==> src/rtl/fifo_rd_packetizer.sv <==
// fifo_rd_packetizer: read-side consumer for async_fifo in the rclk domain.
// Pops show-ahead FIFO words into a 2-entry skid buffer and presents them on a
// valid/ready stream. o_last marks every PKT_LEN-th beat. o_beat numbers beats.
// Optional macro FIFO_RD_STATS_EN adds saturating pop and stall counters.
module fifo_rd_packetizer #(
    parameter  int DSIZE   = 32,
    parameter  int PKT_LEN = 16,
    localparam int CW      = $clog2(PKT_LEN) + 1
) (
    input  logic             rclk,
    input  logic             rrst,
    input  logic             en,
    input  logic             rempty,
    input  logic [DSIZE-1:0] rdata,
    output logic             rinc,
    output logic             o_valid,
    input  logic             o_ready,
    output logic [DSIZE-1:0] o_data,
    output logic             o_last,
    output logic [CW-1:0]    o_beat
`ifdef FIFO_RD_STATS_EN
    ,
    output logic [31:0]      o_word_cnt,
    output logic [31:0]      o_stall_cnt
`endif
);

    typedef enum logic [1:0] {S0, S1, S2} state_t;

    localparam logic [CW-1:0] LAST_BEAT = CW'(PKT_LEN - 1);

    state_t           state;
    state_t           state_nxt;
    logic [DSIZE-1:0] skid;
    logic             push;
    logic             pop;

    // The pop strobe depends only on registered occupancy, en and rempty, so
    // the downstream ready never reaches the FIFO combinationally.
    assign rinc    = en && !rempty && (state != S2) && !rrst;
    assign push    = rinc;
    assign o_valid = (state != S0);
    assign pop     = o_valid && o_ready;
    assign o_last  = o_valid && (o_beat == LAST_BEAT);

    // Occupancy register.
    always_ff @(posedge rclk) begin
        // NOTE: registers take non-blocking assignments so every flop samples
        // pre-edge values regardless of block ordering.
        if (rrst) state <= S0;
        else      state <= state_nxt;
    end

    // Next occupancy from push/pop.
    always_comb begin
        // NOTE: default first so every path assigns state_nxt and no latch forms.
        state_nxt = state;
        unique case (state)
            S0:      if (push) state_nxt = S1;
            S1: begin
                if (push && !pop)      state_nxt = S2;
                else if (pop && !push) state_nxt = S0;
            end
            S2:      if (pop) state_nxt = S1;
            default: state_nxt = S0;
        endcase
    end

    // Head entry: drives o_data, loaded from the FIFO or from the second entry.
    always_ff @(posedge rclk) begin
        if (rrst) begin
            o_data <= '0;
        end else begin
            unique case (state)
                S0:      if (push) o_data <= rdata;
                S1:      if (push && pop) o_data <= rdata;
                S2:      if (pop) o_data <= skid;
                default: o_data <= o_data;
            endcase
        end
    end

    // Second entry: only loaded when a word arrives while the head is held.
    always_ff @(posedge rclk) begin
        // NOTE: pure data storage is not reset; occupancy alone says whether it
        // holds a live word, and leaving reset off keeps it a plain enable flop.
        if (state == S1 && push && !pop) skid <= rdata;
    end

    // Beat index of the head word; advances per delivered beat, wraps per packet.
    always_ff @(posedge rclk) begin
        if (rrst)     o_beat <= '0;
        else if (pop) o_beat <= (o_beat == LAST_BEAT) ? '0 : o_beat + 1'b1;
    end

`ifdef FIFO_RD_STATS_EN
    // Saturating counters of delivered words and back-pressured cycles.
    always_ff @(posedge rclk) begin
        if (rrst) begin
            o_word_cnt  <= '0;
            o_stall_cnt <= '0;
        end else begin
            if (pop && (o_word_cnt != '1))                    o_word_cnt  <= o_word_cnt + 32'd1;
            if (o_valid && !o_ready && (o_stall_cnt != '1))   o_stall_cnt <= o_stall_cnt + 32'd1;
        end
    end
`endif

endmodule

==> config.mk <==
export PLATFORM = sky130hd
export DESIGN_NAME = fifo_rd_packetizer
export DESIGN_NICKNAME = d
export VERILOG_FILES = /design/src/rtl/fifo_rd_packetizer.sv
export SDC_FILE = /design/constraint.sdc
export NUM_CORES = 1
export LEC_CHECK = 0
export CAP_MARGIN = 10
export CORE_ASPECT_RATIO = 1.4
export CORE_UTILIZATION = 30
export DETAILED_ROUTE_END_ITERATION = 10
export PLACE_DENSITY_LB_ADDON = 0.2
export SETUP_SLACK_MARGIN = 0.3
export SLEW_MARGIN = 20
export SYNTH_ARGS = -nofsm -noshare
export SYNTH_HDL_FRONTEND = slang
export SYNTH_SLANG_ARGS = --single-unit
==> constraint.sdc <==
create_clock -name rclk -period 9.8 [get_ports rclk]
set_clock_uncertainty 0.05 [all_clocks]
set_input_delay 1.96 -clock rclk [delete_from_list [all_inputs] [get_ports rclk]]
set_output_delay 1.96 -clock rclk [all_outputs]
set_load 0.03 [all_outputs]
Yosys cells after proc, flatten, opt, wreduce, memory -nomap -nowiden
Index checks and enable logic that the tools add are counted.

cells by class
  $add $sub $neg = 1
  equal/unequal tests = 8
  muxes and demuxes = 10
  reduce and logical (&&, ||, !) cells = 19

operators with widths
  cell                                                                    number
  32-bit two-way mux                                                      3
  32-bit one-hot mux with 3 select lines                                  1
  1-bit logical AND                                                       10
  2-bit two-way mux                                                       4
  2-bit != test (second input constant)                                   4
  2-bit one-hot mux with 3 select lines                                   1
  5-bit by 1-bit adder with 5-bit output (second input constant)          1
  5-bit by 4-bit equality test with 1-bit output (second input constant)  1
  5-bit two-way mux                                                       1
  1-bit zero test                                                         4
  4-bit AND reduction                                                     1
  3-bit != test (second input constant)                                   1
  3-bit AND reduction                                                     1
  3-bit nonzero test                                                      1
  2-bit by 1-bit equality test with 1-bit output (second input constant)  1
  2-bit equality test (second input constant)                             1
  2-bit zero test                                                         1
  2-bit nonzero test                                                      1

storage, ports and cells
  register bits after elaboration = 71
  output and inout bits = 40
  logic and storage cells = 42

Depth between registers and ports, before layout
Gate-level depths: netlist (run 1).

  depth after elaboration = 9
  depth in mapped cells = 10
  gate-level depth less buffers = 7

Worst setup path before layout (run 1)
OpenSTA, ideal clock, no wires.

  path type = in2reg
  start = input rempty
  end = register skid[0] (enable)
  library setup time = 0.513 ns
  arrival time = 5.811 ns
  required time = 9.237 ns
  path slack = 3.426 ns
  stages = 2
  cells stage by stage = or3b_2 nor4b_1

between the ends
  longest elaborated chain between the ends = 6

RTL lines
  element                          RTL line  RTL
  from (decl)                      13        input logic rempty,
  1-bit zero test                  40        assign rinc = en && !rempty && (state != S2) && !rrst;
  1-bit logical AND (3 in series)  40
  1-bit logical AND (2 in series)  87        if (state == S1 && push && !pop) skid <= rdata;
  to (signal assigned)             87
  to (decl)                        34        logic [DSIZE-1:0] skid;

No other way between the ends.
A chain may end at the register's enable or synchronous reset.

Worst setup path in the final report (run 1)
  start = input rrst
  end = output rinc

between the ends
  longest elaborated chain between the ends = 2

RTL lines
  element            RTL line  RTL
  from (decl)        11        input logic rrst,
  1-bit zero test    40
  1-bit logical AND  40
  to (decl)          15        output logic rinc,

No other way between the ends.

==> metrics, run 1 <==
status=finished, final reports clean; RSZ-0062 raised after global routing=false; final setup fails=0; CTS tree=yes; clk buf depth=2; setup repair bufs after CTS=0; CP arrival=3850 ps; DR WL/cell=14.6 um; Total Power=between 0.7 and 0.8 mW; Synth top area share=between 30% and 40%; largest net degree at the start of global routing=42; top cells by area, synth=edfxtp_1 33%, dfxtp_1 27%, a211oi_2 12%, mux2i_1 11%, nor2_1 4.8%; Die W=85.4 um; Hold Crit Class=reg -> reg; Hold WS=between 400 and 500 ps; Commonest cells post-synth=39 x dfxtp_1, 37 x nor2_1, 32 x edfxtp_1, 32 x mux2i_1, 28 x a211oi_2; share of cells above drive strength 1=17.9%; RePlAce Congestion=roughly 0.71; Yosys Warn Count=0; area of the mapped netlist=between 2000 and 3000 sq um; fin util=43.2%; Pwr per Cell Area=189 nW/um^2; most common cell in the netlist=dfxtp_1; Core Region=between 9000 and 10000 sq um; CTS resizes=0; Max Cap Viol=0; FILL cells=between 900 and 1000; DR pass1 iterations=4; CTS Sinks=71; Remaining Overflow, GRT=0; startpoint class of the critical path=input pin; setup_tns=0 ps; Least-Margin Pin Slew=947 ps; FMAX=between 150 and 200 MHz; I/O pins=77; DRC violation total after the first TritonRoute iteration=74; clk_lat worst skew=330 ps; post-DP HPWL=just under 4 mm; vias in the first global route=between 1500 and 2000; register bit total from synthesis=a little over 70; total die area=roughly 10000 sq um; Peak supply drop=between 0.00009 and 0.0001 V; Initial Util=30.9%; # DRC=0; CTS Buf Count=9; initial antenna violation count=0; nets=337; Cell Rows=42; synth unique cells=30; Final period util=59.8%; Setup CP Type=in -> out; Clock Tree Root=clkbuf_16; Die Y=119 um; GRT Total Usage=12.5%; Final min period=5860 ps; Sequential Area=~1700 sq um; Post-synth EDFFs=32; Via Count=1935; Final ANT Viol Nets=0; Max FO, Critical Path=41; Rel. slew slack=36.8%; cell taking the most area after synthesis=edfxtp_1; Seq/Total Area, Yosys=59.7%; asr flop ratio synth=0%; Via density=approximately 4.7; first-pass GRT wire length=9.59 mm; Mapped Cells=219; area of the multi-input gates=1090 sq um; clock-pin slew of the registers on the worst-case setup and hold paths=50 ps; critical path endpoint category=primary output; dominant synthesized flop cell=dfxtp_1; # diodes=0; Leak=1.32 nW; endpoints failing hold=0; buffers added on ports=76; CP required=slightly below 8000 ps; Max H-tree Level=3; CTS Hold Bufs=0; syn avg cell area=13.3 sq um; Area Growth Syn to Fin=39.9%; Mapped Nets=259; final slew viol count=0; final wirelength=6.00 mm
[critical path: stages]
cell and delay (ps):
buf_2 90, buf_4 290, or3b_2 550, nor2_1 210, clkdlybuf4s50_1 710
[cells in the final DEF, fill, tap and decap left out, types with 2 or more instances in the layout]
master           netlist  final
clkdlybuf4s50_1        0     75
dfxtp_1               39     39
nor2_1                37     37
mux2i_1               32     32
edfxtp_1              32     32
a211oi_2              28     28
clkbuf_16              0      9
buf_4                  3      5
nand2_1                4      4
a21oi_1                4      4
a211oi_1               4      4
nand2b_1               3      3
ha_1                   3      3
clkbuf_8               0      3
inv_1                  2      2
nand3_1                2      2
clkbuf_1               4      2
[through the flow]
stage / cell area, sq um / cells / setup slack (ps)
floorplan: 2920 / 219 / 3430
global placement: 3770 / 396 / 3980
detailed placement: 3770 / 396 / 3960
CTS: 4080 / 412 / 3950
global route: 4080 / 412 / 3910
finish: 4080 / 412 / 3940
[logic make-up (layout without fill, tap and decap cells)]
| family | after synthesis | count (layout) | synth area share (%) |
|---|---|---|---|
| compound gates | 41 | 41 | 15.5 |
| xor+xnor | 1 | 1 | 0.300 |
| fa+ha+maj | 3 | 3 | 1.29 |
| buf+inv | 16 | 99 | 3.39 |
| flops | 71 | 71 | 59.7 |
| mux | 32 | 32 | 11.0 |
| simple gates | 55 | 55 | 8.87 |
[metal layers]
layer	routed length, um	vias up	share of wire [%]	GRT usage [%]
met2	2890	46	48	18.9
met1	2730	921	46	15.5
met5	0	-	0	0
li1	-	962	-	-
met4	76	0	1.3	5.94
met3	298	6	5.0	4.75
[worst paths after layout]
path                             end  slack (ps)              startpoint  cells after the start
max reg2reg  o_data[28]$_SDFFE_PP0P_        6820   state[0]$_SDFFE_PP0P_                      8
min reg2reg   o_beat[4]$_SDFFE_PP0P_         420  o_beat[4]$_SDFFE_PP0P_                      2
max                             rinc        3940                    rrst                      5
min           o_beat[4]$_SDFFE_PP0P_         420  o_beat[4]$_SDFFE_PP0P_                      2
[final cells by class]
type                    count  area share [%]
clock buffers              14            6.71
well taps                 110            3.37
clock inverters             2           0.919
inverters                   2           0.184
multi-input cells         132            26.7
repair buffers             81            19.4
flip-flops and latches     71            42.6
[power breakdown]
part           switching (mW)  internal, mW  leakage [nW]  total (mW)
registers             0.00743         0.322         0.608       0.330
clock network           0.115         0.218         0.149       0.333
logic                  0.0592        0.0492         0.561       0.108
[registers in the layout, indices dropped and copies added, names as in the netlist]
register  cells
o_data       32
skid         32
o_beat        5
state         2
No activity file was read; power rests on OpenSTA's default activity.
==> run 2, diff against run 1 <==
clock period = 5.15 ns   (was 9.8 ns; I/O delays follow)
==> metrics, run 2 (same netlist as run 1, synthesis figures left out) <==
CTS Hold Bufs=0; RSZ-0062 raised after global routing=false; post-DP HPWL=between 3 and 4 mm; first-pass GRT wire length=10.1 mm; Cell Rows=42; buffers added on ports=76; initial antenna violation count=0; Initial Util=30.9%; final wirelength=5.97 mm; Total Power=between 1 and 1.5 mW; Hold WS=between 400 and 500 ps; CP Launch Point=en; setup_tns=0 ps; Hold Crit Class=reg -> reg; Top Registers=o_data x32, skid x32, o_beat x5; status=finished, final reports clean; DR pass1 iterations=4; Final period util=77.3%; DRC violation total after the first TritonRoute iteration=94; reg-to-reg slack, setup=roughly 2900 ps; part of the power in combinational logic=14.2%; Least-Margin Pin Slew=about 630 ps; Rel. slew slack=57.7%; CTS resizes=0; I/O pins=77; Via density=about 4.8; largest net degree at the start of global routing=a little over 40; final slew viol count=0; endpoints failing hold=0; setup repair bufs after CTS=0; hold path start=o_beat[4]$_SDFFE_PP0P_; final setup fails=0; RePlAce Congestion=0.682; worst r2r src=state[0]$_SDFFE_PP0P_; Max Cap Viol=0; clk buf depth=2; Clock Tree Root=clkbuf_16; critical path endpoint category=primary output; DR WL/cell=14.5 um; FMAX=251 MHz; total die area=10100 sq um; r2r worst-path depth=8; commonest non-fill, non-tap cell in the layout=clkdlybuf4s50_1; clk_lat worst skew=about 320 ps; CTS Sinks=approximately 70; GRT Total Usage=12.9%; # diodes=0; Max FO, Critical Path=3; Remaining Overflow, GRT=0; Max H-tree Level=3; Core Region=9460 sq um; Final ANT Viol Nets=0; Final min period=3980 ps; Pint=1.12 mW; CTS Buf Count=9; power share of the clock group=a little over two fifths; nets=~340; Via Count=1959; Reg power frac=43.0%; Setup CP Type=in -> out; post-route cell area=4100 sq um; CP required=approximately 4100 ps; Die Y=between 100 and 150 um; Die W=85.4 um; share of cells above drive strength 1=18.2%; # DRC=0; startpoint class of the critical path=input pin; CP arrival=2900 ps; Min-Delay Endpoint=o_beat[4]$_SDFFE_PP0P_; Peak supply drop=~0.00021 V; CTS tree=yes; switching pwr=0.338 mW; Pwr per Cell Area=between 300 and 400 nW/um^2; clock-pin slew of the registers on the worst-case setup and hold paths=50 ps; Sw Ratio=23.2%; vias in the first global route=1981; Leak=1.33 nW; Post-DP Area=3790 sq um; Reg2Reg Capture Point=o_data[1]$_SDFFE_PP0P_; Area Growth Syn to Fin=40.4%; commonest cells after routing, fill and taps aside=75 x clkdlybuf4s50_1, 39 x dfxtp_1, 37 x nor2_1; hold path cells=2
==> run 2: per-layer routing <==
layer | vias to the layer above | share of wire, % | global-route usage [%]
met1 | 939 | 45 | 16.5
met2 | 43 | 49 | 20.1
met5 | - | 0 | 0
li1 | 970 | - | -
met4 | 0 | 1.4 | 6.56
met3 | 7 | 4.0 | 3.42
==> run 2: stage by stage <==
step	setup slack [ps]	instances	utilization (%)
3_5_place_dp	1150	397	40.1
5_1_grt	1090	412	43.3
2_1_floorplan	1300	219	-
3_3_place_gp	1130	397	40.1
6_report	1170	412	43.3
4_1_cts	1140	412	43.3
==> run 2: cell type report <==
class                           count  area (sq um)
Clock inverter                      2          38.8
Sequential cell                    71          1740
Inverter                            2          7.51
Tap cell                          110           138
Multi-Input combinational cell    132          1100
Fill cell                         908          5360
Clock buffer                       13           270
Timing Repair Buffer               82           801
==> run 2: power groups by stage <==
stage	Clock, mW	Combinational [mW]	Sequential [mW]
after floorplan	0	0.0794	0.681
after global placement	0	0.207	0.638
after detailed placement	0	0.210	0.638
after CTS	0.647	0.211	0.626
after global routing	0.669	0.223	0.629
final	0.624	0.207	0.626
==> run 2: how the worst max path moves through the flow <==
| stage | to | slack (ps) | cells after the start |
|---|---|---|---|
| floorplan | skid[0]$_DFFE_PP_ | 1300 | 2 |
| global placement | rinc | 1130 | 4 |
| detailed placement | rinc | 1150 | 4 |
| CTS | rinc | 1140 | 4 |
| global route | rinc | 1090 | 4 |
| finish | rinc | 1170 | 4 |
==> run 2: worst max-delay path: stages <==
cell	delay, ps
clkdlybuf4s50_1	460
or3b_2	490
nor2_1	200
clkdlybuf4s50_1	710
==> run 3, diff against run 2 <==
clock period = 3.8 ns   (was 5.15 ns; I/O delays follow)
==> metrics, run 3 (same netlist as run 1, synthesis figures left out) <==
status=finished, final reports clean; Sw Ratio=24.2%; first-pass GRT wire length=9.74 mm; PnR worst setup slack=724 ps; Rel. slew slack=58.7%; CTS Sinks=between 70 and 80; vias in the first global route=approximately 1800; Via Count=1915; GRT Total Usage=13.0%; setup repair bufs after CTS=0; clock-pin slew of the registers on the worst-case setup and hold paths=~50 ps; Max FO, Critical Path=3; RSZ-0062 raised after global routing=false; # DRC=0; Via density=approximately 4.6; Final period util=81.0%; dpl ws=337 ps; I/O pins=77; CP Launch Point=en; switching pwr=0.472 mW; clk_lat worst skew=330 ps; crit path capture=rinc; part of the power in combinational logic=between 10% and 20%; fin cells=slightly above 400; nets=338; CP max-delay cell=or3b_2; Least-Margin Pin Slew=about 620 ps; post-route cell area=between 4000 and 5000 sq um; area of the multi-input gates=1100 sq um; Area Growth Syn to Fin=39.8%; Placed Cells incl. Taps=397; Final min period=3080 ps; Core Region=9460 sq um; critical path endpoint category=primary output; Reg2Reg Capture Point=o_data[1]$_SDFFE_PP0P_; post-DP HPWL=around 3.9 mm; CTS tree=yes; Sequential Area=~1700 sq um; commonest non-fill, non-tap cell in the layout=clkdlybuf4s50_1; Crit path largest cell delay=500 ps; Hold Crit Class=reg -> reg; startpoint class of the critical path=input pin; Initial Util=30.9%; setup_tns=0 ps; share of cells above drive strength 1=17.9%; Die W=around 85 um; CP arrival=2270 ps; reg-to-reg slack, setup=~1600 ps; Cell Rows=42; DRC violation total after the first TritonRoute iteration=69; Peak supply drop=0.000208 V; Clock Tree Root=clkbuf_16; Remaining Overflow, GRT=0; Post-DP Area=3790 sq um; Hold WS=416 ps; total die area=10100 sq um; FMAX=~330 MHz; fin util=43.1%; power share of the clock group=about two fifths; worst r2r src=state[0]$_SDFFE_PP0P_; FILL cells=between 900 and 1000; CP required=2990 ps; commonest cells after routing, fill and taps aside=74 x clkdlybuf4s50_1, 39 x dfxtp_1, 37 x nor2_1; Total Power=1.95 mW; initial antenna violation count=0; # diodes=0; clk buf depth=2; Leak=1.33 nW; Pwr per Cell Area=between 400 and 500 nW/um^2; r2r worst-path depth=8; endpoints failing hold=0; final wirelength=6.08 mm; Die Y=119 um; Final ANT Viol Nets=0; final slew viol count=0; RePlAce Congestion=between 0.7 and 0.8; worst path cell trace=clkdlybuf4s50_1 > or3b_2 > nor2_1 > dlymetal6s2s_1; Reg power frac=43.6%; DR WL/cell=roughly 15 um; Top Registers=o_data x32, skid x32, o_beat x5; Max H-tree Level=3; final setup fails=0; Setup CP Type=in -> out; buffers added on ports=76; Max Cap Viol=0; CTS Buf Count=9; DR pass1 iterations=5; Pint=1.48 mW; largest net degree at the start of global routing=~40
==> run 3: changes by cell type in the layout (fill, tap and decap cells not counted) <==
cell / before / now
clkbuf_8: 3 / 1
clkdlybuf4s50_1: 75 / 74
clkinv_1: 0 / 1
clkinv_2: 0 / 1
clkinv_4: 1 / 0
clkinvlp_4: 0 / 1
dlymetal6s2s_1: 0 / 1
==> run 3: power by group through the flow <==
stage	logic (mW)	clock network [mW]	registers [mW]
after floorplan	0.108	0	0.923
after global placement	0.280	0	0.865
after detailed placement	0.284	0	0.866
after CTS	0.285	0.843	0.850
after global routing	0.301	0.874	0.853
final	0.280	0.819	0.849
==> run 3: timing repair <==
item	CTS	global route
endpoints found under the setup margin	0	1
gates resized for setup	0	1
hold buffers	0	0
==> run 3: final cells by class <==
type	instances	share of cell area (%)
Clock buffer	11	5.95
Tap cell	110	3.37
Sequential cell	71	42.7
Clock inverter	4	1.13
Multi-Input combinational cell	132	27.0
Timing Repair Buffer	82	19.7
Inverter	2	0.184
==> run 3: how the worst min path moves through the flow <==
stage	start	end	slack, ps	depth (start not counted)
after floorplan	o_beat[4]$_SDFFE_PP0P_	o_beat[4]$_SDFFE_PP0P_	530	2
final	o_beat[4]$_SDFFE_PP0P_	o_beat[4]$_SDFFE_PP0P_	420	2
after global placement	o_beat[4]$_SDFFE_PP0P_	o_beat[4]$_SDFFE_PP0P_	400	2
after global routing	o_data[28]$_SDFFE_PP0P_	o_data[28]$_SDFFE_PP0P_	470	2
after CTS	o_beat[4]$_SDFFE_PP0P_	o_beat[4]$_SDFFE_PP0P_	420	2
after detailed placement	o_beat[4]$_SDFFE_PP0P_	o_beat[4]$_SDFFE_PP0P_	410	2
==> run 3: routing by layer <==
metal  GRT usage, %  up-vias  routed length, um  part of all wire, %
li1               -      965                  -                    -
met1           16.4      893               2810                   46
met2           19.5       46               2840                   47
met3           3.63       11                257                  4.2
met4           7.81        0                174                  2.9
met5              0        -                  0                    0
==> run 3: critical path: cells and delay by family <==
family / cells / cell delay (ps)
buf+inv: 2 / 790
simple gates: 2 / 710
